$ cat src/rtl/sap_pkg.sv
// Shared SAP control-path types: stack operation decode, stack occupancy states
// and the default program-counter width.
package sap_pkg;

    localparam int SAP_AW = 8;

    typedef enum logic [1:0] {
        OP_NONE,
        OP_PUSH,
        OP_POP,
        OP_SWAP
    } stack_op_t;

    typedef enum logic [1:0] {
        ST_EMPTY,
        ST_PART,
        ST_FULL
    } stack_state_t;

    function automatic stack_op_t decode_op(input logic call, input logic ret);
        stack_op_t op;
        case ({call, ret})
            2'b10:   op = OP_PUSH;
            2'b01:   op = OP_POP;
            2'b11:   op = OP_SWAP;
            default: op = OP_NONE;
        endcase
        return op;
    endfunction

endpackage

$ cat src/rtl/stack_regfile.sv
// DEPTH x AW return-address storage: one synchronous write port, one
// asynchronous read port. Contents are never reset.
module stack_regfile #(
    parameter int AW    = 8,
    parameter int DEPTH = 4
) (
    input  logic                     clk,
    input  logic                     we_i,
    input  logic [$clog2(DEPTH)-1:0] waddr_i,
    input  logic [AW-1:0]            wdata_i,
    input  logic [$clog2(DEPTH)-1:0] raddr_i,
    output logic [AW-1:0]            rdata_o
);

    logic [AW-1:0] mem_q [DEPTH];

    always_ff @(posedge clk) begin
        if (we_i) begin
            mem_q[waddr_i] <= wdata_i;
        end
    end

    assign rdata_o = mem_q[raddr_i];

endmodule

$ cat src/rtl/call_stack.sv
// Return-address stack for nested JMS/BRB subroutine calls.
// Define CALL_STACK_WRAP_EN to make a push when full overwrite the oldest entry.
module call_stack
    import sap_pkg::*;
#(
    parameter int AW      = SAP_AW,
    parameter int DEPTH   = 4,
    parameter int RET_INC = 0
) (
    input  logic                       clk,
    input  logic                       clr_n,
    input  logic                       call,
    input  logic                       ret,
    input  logic [AW-1:0]              pc_in,
    output logic [AW-1:0]              ret_addr,
    output logic                       ret_addr_vld,
    output logic [AW-1:0]              ret_addr_q,
    output logic [$clog2(DEPTH):0]     level,
    output logic                       full,
    output logic                       empty,
    output logic                       ovf,
    output logic                       unf
);

    localparam int PW = $clog2(DEPTH);
    localparam int LW = PW + 1;
    localparam logic [LW-1:0] LVL_ONE  = LW'(1);
    localparam logic [LW-1:0] LVL_FULL = LW'(DEPTH);
    localparam logic [PW-1:0] PTR_ONE  = PW'(1);

    logic [PW-1:0] wp_q, wp_d;
    logic [LW-1:0] level_q, level_d;
    logic          ovf_q, ovf_d;
    logic          unf_q, unf_d;
    logic          vld_q, vld_d;
    logic [AW-1:0] raq_q, raq_d;
    stack_state_t  state_q, state_d;

    stack_op_t     op;
    logic          is_full, is_empty;
    logic [PW-1:0] top_idx;
    logic          we;
    logic [PW-1:0] waddr;
    logic [AW-1:0] wdata;
    logic [AW-1:0] rd_data;

    assign op       = decode_op(call, ret);
    assign is_full  = (state_q == ST_FULL);
    assign is_empty = (state_q == ST_EMPTY);
    assign top_idx  = wp_q - PTR_ONE;

    stack_regfile #(
        .AW    (AW),
        .DEPTH (DEPTH)
    ) u_regfile (
        .clk     (clk),
        .we_i    (we & clr_n),
        .waddr_i (waddr),
        .wdata_i (wdata),
        .raddr_i (top_idx),
        .rdata_o (rd_data)
    );

    always_comb begin
        wp_d    = wp_q;
        level_d = level_q;
        ovf_d   = ovf_q;
        unf_d   = unf_q;
        vld_d   = 1'b0;
        raq_d   = raq_q;
        we      = 1'b0;
        waddr   = wp_q;
        wdata   = pc_in + AW'(RET_INC);
        case (op)
            OP_PUSH: begin
                if (!is_full) begin
                    we      = 1'b1;
                    wp_d    = wp_q + PTR_ONE;
                    level_d = level_q + LVL_ONE;
                end else begin
                    ovf_d = 1'b1;
`ifdef CALL_STACK_WRAP_EN
                    // When full, wp already points at the oldest entry.
                    we    = 1'b1;
                    wp_d  = wp_q + PTR_ONE;
`endif
                end
            end
            OP_POP: begin
                if (!is_empty) begin
                    raq_d   = rd_data;
                    vld_d   = 1'b1;
                    wp_d    = top_idx;
                    level_d = level_q - LVL_ONE;
                end else begin
                    unf_d = 1'b1;
                end
            end
            OP_SWAP: begin
                we = 1'b1;
                if (!is_empty) begin
                    raq_d = rd_data;
                    vld_d = 1'b1;
                    waddr = top_idx;
                end else begin
                    unf_d   = 1'b1;
                    wp_d    = wp_q + PTR_ONE;
                    level_d = level_q + LVL_ONE;
                end
            end
            default: ;
        endcase
    end

    // Occupancy FSM tracks the post-update level so full/empty never lag it.
    always_comb begin
        state_d = state_q;
        case (state_q)
            ST_EMPTY: begin
                if (level_d == LVL_FULL) begin
                    state_d = ST_FULL;
                end else if (level_d != '0) begin
                    state_d = ST_PART;
                end
            end
            ST_PART: begin
                if (level_d == '0) begin
                    state_d = ST_EMPTY;
                end else if (level_d == LVL_FULL) begin
                    state_d = ST_FULL;
                end
            end
            ST_FULL: begin
                if (level_d != LVL_FULL) begin
                    state_d = ST_PART;
                end
            end
            default: state_d = ST_EMPTY;
        endcase
    end

    always_ff @(posedge clk) begin
        if (!clr_n) begin
            wp_q    <= '0;
            level_q <= '0;
            ovf_q   <= 1'b0;
            unf_q   <= 1'b0;
            vld_q   <= 1'b0;
            raq_q   <= '0;
            state_q <= ST_EMPTY;
        end else begin
            wp_q    <= wp_d;
            level_q <= level_d;
            ovf_q   <= ovf_d;
            unf_q   <= unf_d;
            vld_q   <= vld_d;
            raq_q   <= raq_d;
            state_q <= state_d;
        end
    end

    assign ret_addr     = is_empty ? '0 : rd_data;
    assign ret_addr_vld = vld_q;
    assign ret_addr_q   = raq_q;
    assign level        = level_q;
    assign full         = is_full;
    assign empty        = is_empty;
    assign ovf          = ovf_q;
    assign unf          = unf_q;

endmodule

$ cat config.mk
export PLATFORM = sky130hd
export DESIGN_NAME = call_stack
export DESIGN_NICKNAME = d
export VERILOG_FILES = /design/src/rtl/sap_pkg.sv /design/src/rtl/stack_regfile.sv /design/src/rtl/call_stack.sv
export SDC_FILE = /design/constraint.sdc
export NUM_CORES = 1
export LEC_CHECK = 0
export BUFFER_PORTS_ARGS = -buffer_cell sky130_fd_sc_hd__buf_4
export CAP_MARGIN = 5
export CORE_ASPECT_RATIO = 1.2
export CORE_UTILIZATION = 55
export DETAILED_ROUTE_END_ITERATION = 16
export PLACE_DENSITY = 0.81
export SYNTH_ARGS = -nofsm -noshare
export SYNTH_HDL_FRONTEND = slang
export SYNTH_SLANG_ARGS = --single-unit
$ cat constraint.sdc
create_clock -name clk -period 2.8 [get_ports clk]
set_clock_uncertainty 0.2 [all_clocks]
set_input_delay 0.14 -clock clk [delete_from_list [all_inputs] [get_ports clk]]
set_output_delay 0.14 -clock clk [all_outputs]
set_load 0.03 [all_outputs]
==> impl_metrics.prom <==
# TYPE chip_impl_metric gauge
chip_impl_metric{name="grt_pass1_vias",unit=""} 1396
chip_impl_metric{name="layout.cell_area.non_filler",unit="um^2"} 2700
chip_impl_metric{name="holdBufCountCts",unit=""} 9
chip_impl_metric{name="slowest_cell_delay_on_critical_path",unit="ns"} 0.81
chip_impl_metric{name="grt_max_degree",unit=""} 20
chip_impl_metric{name="fillerInstances",unit=""} 266
chip_impl_metric{name="power_frac_seq",unit="%"} 43.3
chip_impl_metric{name="slew-limit-headroom",unit="%"} 50.4
chip_impl_metric{name="coreArea",unit="um^2"} 3720
chip_impl_metric{name="fin_tns_setup",unit="ns"} 0
chip_impl_metric{name="worst-r2r-setup-slack",unit="ns"} 0.62
chip_impl_metric{name="hpwlAfterDp",unit="um"} 2880
chip_impl_metric{name="synthesis.area",unit="um^2"} 2210
chip_impl_metric{name="design.die.area",unit="um^2"} 4270
chip_impl_metric{name="cp_max_fo",unit=""} 15
chip_impl_metric{name="drt.antenna.violating_nets",unit=""} 0
chip_impl_metric{name="antennaDiodeCount",unit=""} 0
chip_impl_metric{name="chipHeight",unit="um"} 71.4
chip_impl_metric{name="drt-pass1-iter-count",unit=""} 4
chip_impl_metric{name="share_of_layout_cells_above_drive_strength_1",unit="%"} 30.5
chip_impl_metric{name="vias_per_cell",unit=""} 5.37
chip_impl_metric{name="count_of_flip_flops_with_a_built_in_enable_after_synthesis",unit=""} 32
chip_impl_info{name="timing.critical_path.from_type",value="register"} 1
chip_impl_metric{name="finalNonFillerCells",unit=""} 265
chip_impl_metric{name="synth-warning-count",unit=""} 0
chip_impl_info{name="synth_ff_type",value="edfxtp_1"} 1
chip_impl_info{name="timing.hold.worst.start",value="call"} 1
chip_impl_info{name="rr_endpoint",value="u_regfile.mem_q[1][6]"} 1
chip_impl_info{name="rr_startpoint",value="state_q[0]"} 1
chip_impl_metric{name="post_cts.resized_instances",unit=""} 0
chip_impl_metric{name="buffer_depth_of_the_longest_clock_path",unit=""} 2
chip_impl_metric{name="number_of_input_and_output_port_buffers_inserted",unit=""} 35
chip_impl_info{name="worst_path_dominant_cell_family",value="flip-flops"} 1
chip_impl_metric{name="clk-insertion-delay-late",unit="ns"} 0.30
chip_impl_info{name="worstSetupEndpointType",value="output port"} 1
chip_impl_metric{name="seqCellArea",unit="um^2"} 1320
chip_impl_metric{name="total_switching_power",unit="mW"} 0.768
chip_impl_metric{name="setup_slack",unit="ns"} 0.390
chip_impl_metric{name="post_synthesis_mux_area_share",unit="%"} 9.69
chip_impl_metric{name="grt_antenna_before_repair",unit=""} 0
chip_impl_info{name="holdCritPathClass",value="in -> reg"} 1
chip_impl_metric{name="hold-path-cell-count",unit=""} 3
chip_impl_metric{name="overall_die_width",unit="um"} 59.8
chip_impl_metric{name="power_per_cell_area",unit="nW/um^2"} 834
chip_impl_metric{name="drcViolationCount",unit=""} 0
chip_impl_metric{name="post-place-cells",unit=""} 248
chip_impl_metric{name="number_of_max_capacitance_violations_reported",unit=""} 0
chip_impl_metric{name="grt_util_all_layers",unit="%"} 21.6
chip_impl_metric{name="syn-mean-instance-area",unit="um^2"} 13.1
chip_impl_metric{name="setup-violations-final",unit=""} 0
chip_impl_metric{name="synthAdderAreaFrac",unit="%"} 1.13
chip_impl_metric{name="area_growth",unit="%"} 22.0
chip_impl_metric{name="layout.nets",unit=""} 226
chip_impl_metric{name="seq_area_frac_synth",unit="%"} 59.8
chip_impl_info{name="cts-root-buf",value="clkbuf_8"} 1
chip_impl_metric{name="vias",unit=""} 1423
chip_impl_metric{name="worstPathBufferInverterCount",unit=""} 1
chip_impl_metric{name="multi_input_logic_area",unit="um^2"} 787
chip_impl_info{name="slowest_stage",value="dfxtp_1"} 1
chip_impl_info{name="synth_top_family_by_area",value="simple AND/OR/NAND/NOR gates"} 1
chip_impl_metric{name="post-cts-setup-buffer-count",unit=""} 0
chip_impl_metric{name="gp_routability_congestion",unit=""} 0.838
chip_impl_metric{name="finalCoreUtilization",unit="%"} 72.4
chip_impl_info{name="rsz0062_at_grt",value="no"} 1
chip_impl_metric{name="crit_arrival",unit="ns"} 2.07
chip_impl_metric{name="ys_async_sr_fraction",unit="%"} 0
chip_impl_metric{name="global_route_wire_length_before_repair",unit="um"} 6730
chip_impl_metric{name="max-vdd-ir-drop",unit="V"} 0.000431
chip_impl_metric{name="start_util",unit="%"} 59.3
chip_impl_metric{name="synth_simple_gate_area_share",unit="%"} 14.7
chip_impl_info{name="tritoncts_clock_tree",value="yes"} 1
chip_impl_metric{name="fmaxAchievable",unit="GHz"} 0.415
chip_impl_metric{name="cts_inserted_buffers",unit=""} 5
chip_impl_metric{name="worst_setup_hold_path_clk_slew",unit="ns"} 0.09
chip_impl_metric{name="synth.lib_cells_used.distinct",unit=""} 35
chip_impl_metric{name="hold_viol_final",unit=""} 0
chip_impl_metric{name="post-route-min-period",unit="ns"} 2.41
chip_impl_metric{name="synth-compound-area-share",unit="%"} 8.95
chip_impl_info{name="path_class",value="reg -> out"} 1
chip_impl_metric{name="finalCritPeriodShare",unit="%"} 86.1
chip_impl_metric{name="power.share.combinational",unit="%"} 33.9
chip_impl_metric{name="r2r_cells",unit=""} 6
chip_impl_metric{name="post_synthesis_cells",unit=""} 169
chip_impl_metric{name="synth.ff_latch_count",unit=""} 50
chip_impl_info{name="whs_endpoint",value="ovf"} 1
chip_impl_metric{name="globalRoute.totalOverflow",unit=""} 0
chip_impl_metric{name="drt_iter0_markers",unit=""} 71
chip_impl_metric{name="dpl_cell_area",unit="um^2"} 2490
chip_impl_info{name="crit_path_cell_trace",value="mux4_2 -> nor2b_1 -> buf_4"} 1
chip_impl_metric{name="share_clk_of_total_power",unit="%"} 22.8
chip_impl_metric{name="slew_limit_fails",unit=""} 0
chip_impl_metric{name="synth_nets",unit=""} 183
chip_impl_metric{name="drt-total-wl",unit="um"} 4060
chip_impl_metric{name="cellInternalPower",unit="mW"} 1.48
chip_impl_info{name="run_status",value="finished, final reports clean"} 1
chip_impl_metric{name="cp_data_required_time",unit="ns"} 2.46
chip_impl_metric{name="cts_htree_levels",unit=""} 2
chip_impl_metric{name="floorplan.rows",unit=""} 24
chip_impl_metric{name="average_wire_per_standard_cell",unit="um"} 15.3
chip_impl_metric{name="leakage",unit="nW"} 1.01
chip_impl_metric{name="io_pins",unit=""} 36
chip_impl_metric{name="preCtsSetupSlack",unit="ns"} 0.702
chip_impl_metric{name="share_of_total_power_consumed_by_net_switching",unit="%"} 34.2
chip_impl_metric{name="slew_worst_pin",unit="ns"} 0.743
chip_impl_metric{name="synthXorXnorAreaFrac",unit="%"} 1.19
chip_impl_metric{name="clock_sink_count",unit=""} 50
[placed cells by master (no fill, tap or decap), drive strengths merged, types with 2 or more instances in the layout]
master,n
and3b,3
xnor2,3
a21boi,8
o21ai,3
buf,39
and2,5
o211ai,3
dlygate4sd3,9
inv,8
nor2b,12
nor3,3
nor2,8
a21oi,6
nand2,21
clkbuf,5
ha,2
nand3,2
mux4,8
a31oi,3
o21a,2
edfxtp,32
dfxtp,18
mux2,3
[synth_stat cells, types with 3 or more instances]
| cell type | instances | area (um^2) |
|---|---|---|
| xnor2_1 | 3 | 26.3 |
| buf_2 | 5 | 25.0 |
| clkbuf_1 | 3 | 11.3 |
| mux2_2 | 3 | 33.8 |
| and2_1 | 5 | 31.3 |
| dfxtp_1 | 18 | 360 |
| a31oi_1 | 3 | 18.8 |
| edfxtp_1 | 32 | 961 |
| o211ai_1 | 3 | 22.5 |
| mux4_2 | 8 | 180 |
| nor3_1 | 3 | 15.0 |
| nor2b_1 | 12 | 75.1 |
| and3b_1 | 3 | 26.3 |
| inv_1 | 6 | 22.5 |
| a21oi_1 | 4 | 20.0 |
| nand2_1 | 21 | 78.8 |
| a21boi_0 | 8 | 60.1 |
| nor2_1 | 7 | 26.3 |
| buf_6 | 3 | 33.8 |
[power by group through the flow]
| stage | combinational (mW) | clock [mW] | sequential [mW] |
|---|---|---|---|
| 2_1_floorplan | 0.538 | 0 | 0.992 |
| 3_3_place_gp | 0.723 | 0 | 0.982 |
| 3_5_place_dp | 0.746 | 0 | 0.990 |
| 4_1_cts | 0.763 | 0.523 | 0.973 |
| 5_1_grt | 0.815 | 0.549 | 0.987 |
| 6_report | 0.762 | 0.513 | 0.974 |
[area by class of cell]
cell class / count / share of cell area (%)
Clock buffer: 5 / 2.55
Sequential cell: 50 / 49.0
Multi-Input combinational cell: 101 / 29.2
Clock inverter: 3 / 1.76
Inverter: 6 / 0.836
Tap cell: 52 / 2.41
Timing Repair Buffer: 48 / 14.2
[worst min-delay path, stage by stage]
cell and delay [ns]:
buf_4 0.17, a21oi_1 0.14, nor2b_1 0.05
[through the flow]
stage                     hold slack, ns  total power, mW
after CTS                         0.0321             2.26
after global routing              0.0621             2.35
after global placement             0.142             1.71
after detailed placement           0.145             1.74
final                             0.0401             2.25
after floorplan                   0.0389             1.53
[layer usage]
layer | GRT usage, % | vias to the layer above | routed length, um
met3 | 5.23 | 10 | 197
met1 | 28.9 | 680 | 1820
met5 | 0 | - | 0
met4 | 7.49 | 0 | 93
li1 | - | 688 | -
met2 | 34.2 | 45 | 1950
[state kept, by name (all words and copies together), names as in the netlist]
signal,flops
u_regfile.mem_q,32
ret_addr_q,8
level,3
state_q,2
wp_q,2
ovf,1
ret_addr_vld,1
unf,1
[kinds of logic after synthesis]
family / count (synthesis)
compound gates: 27
simple gates: 58
fa+ha+maj: 2
mux: 11
buf+inv: 18
xor+xnor: 3
flops: 50
[how the worst max path moves through the flow]
stage,start,end,slack (ns),cells past startpoint
CTS,wp_q[0],ret_addr[5],0.36,3
floorplan,state_q[0],u_regfile.mem_q[2][0],0.71,7
global route,wp_q[0],ret_addr[7],0.27,3
finish,wp_q[0],ret_addr[5],0.39,3
global placement,state_q[0],u_regfile.mem_q[1][0],0.72,6
detailed placement,state_q[1],u_regfile.mem_q[1][0],0.70,6
No activity file was read; power rests on OpenSTA's default activity.
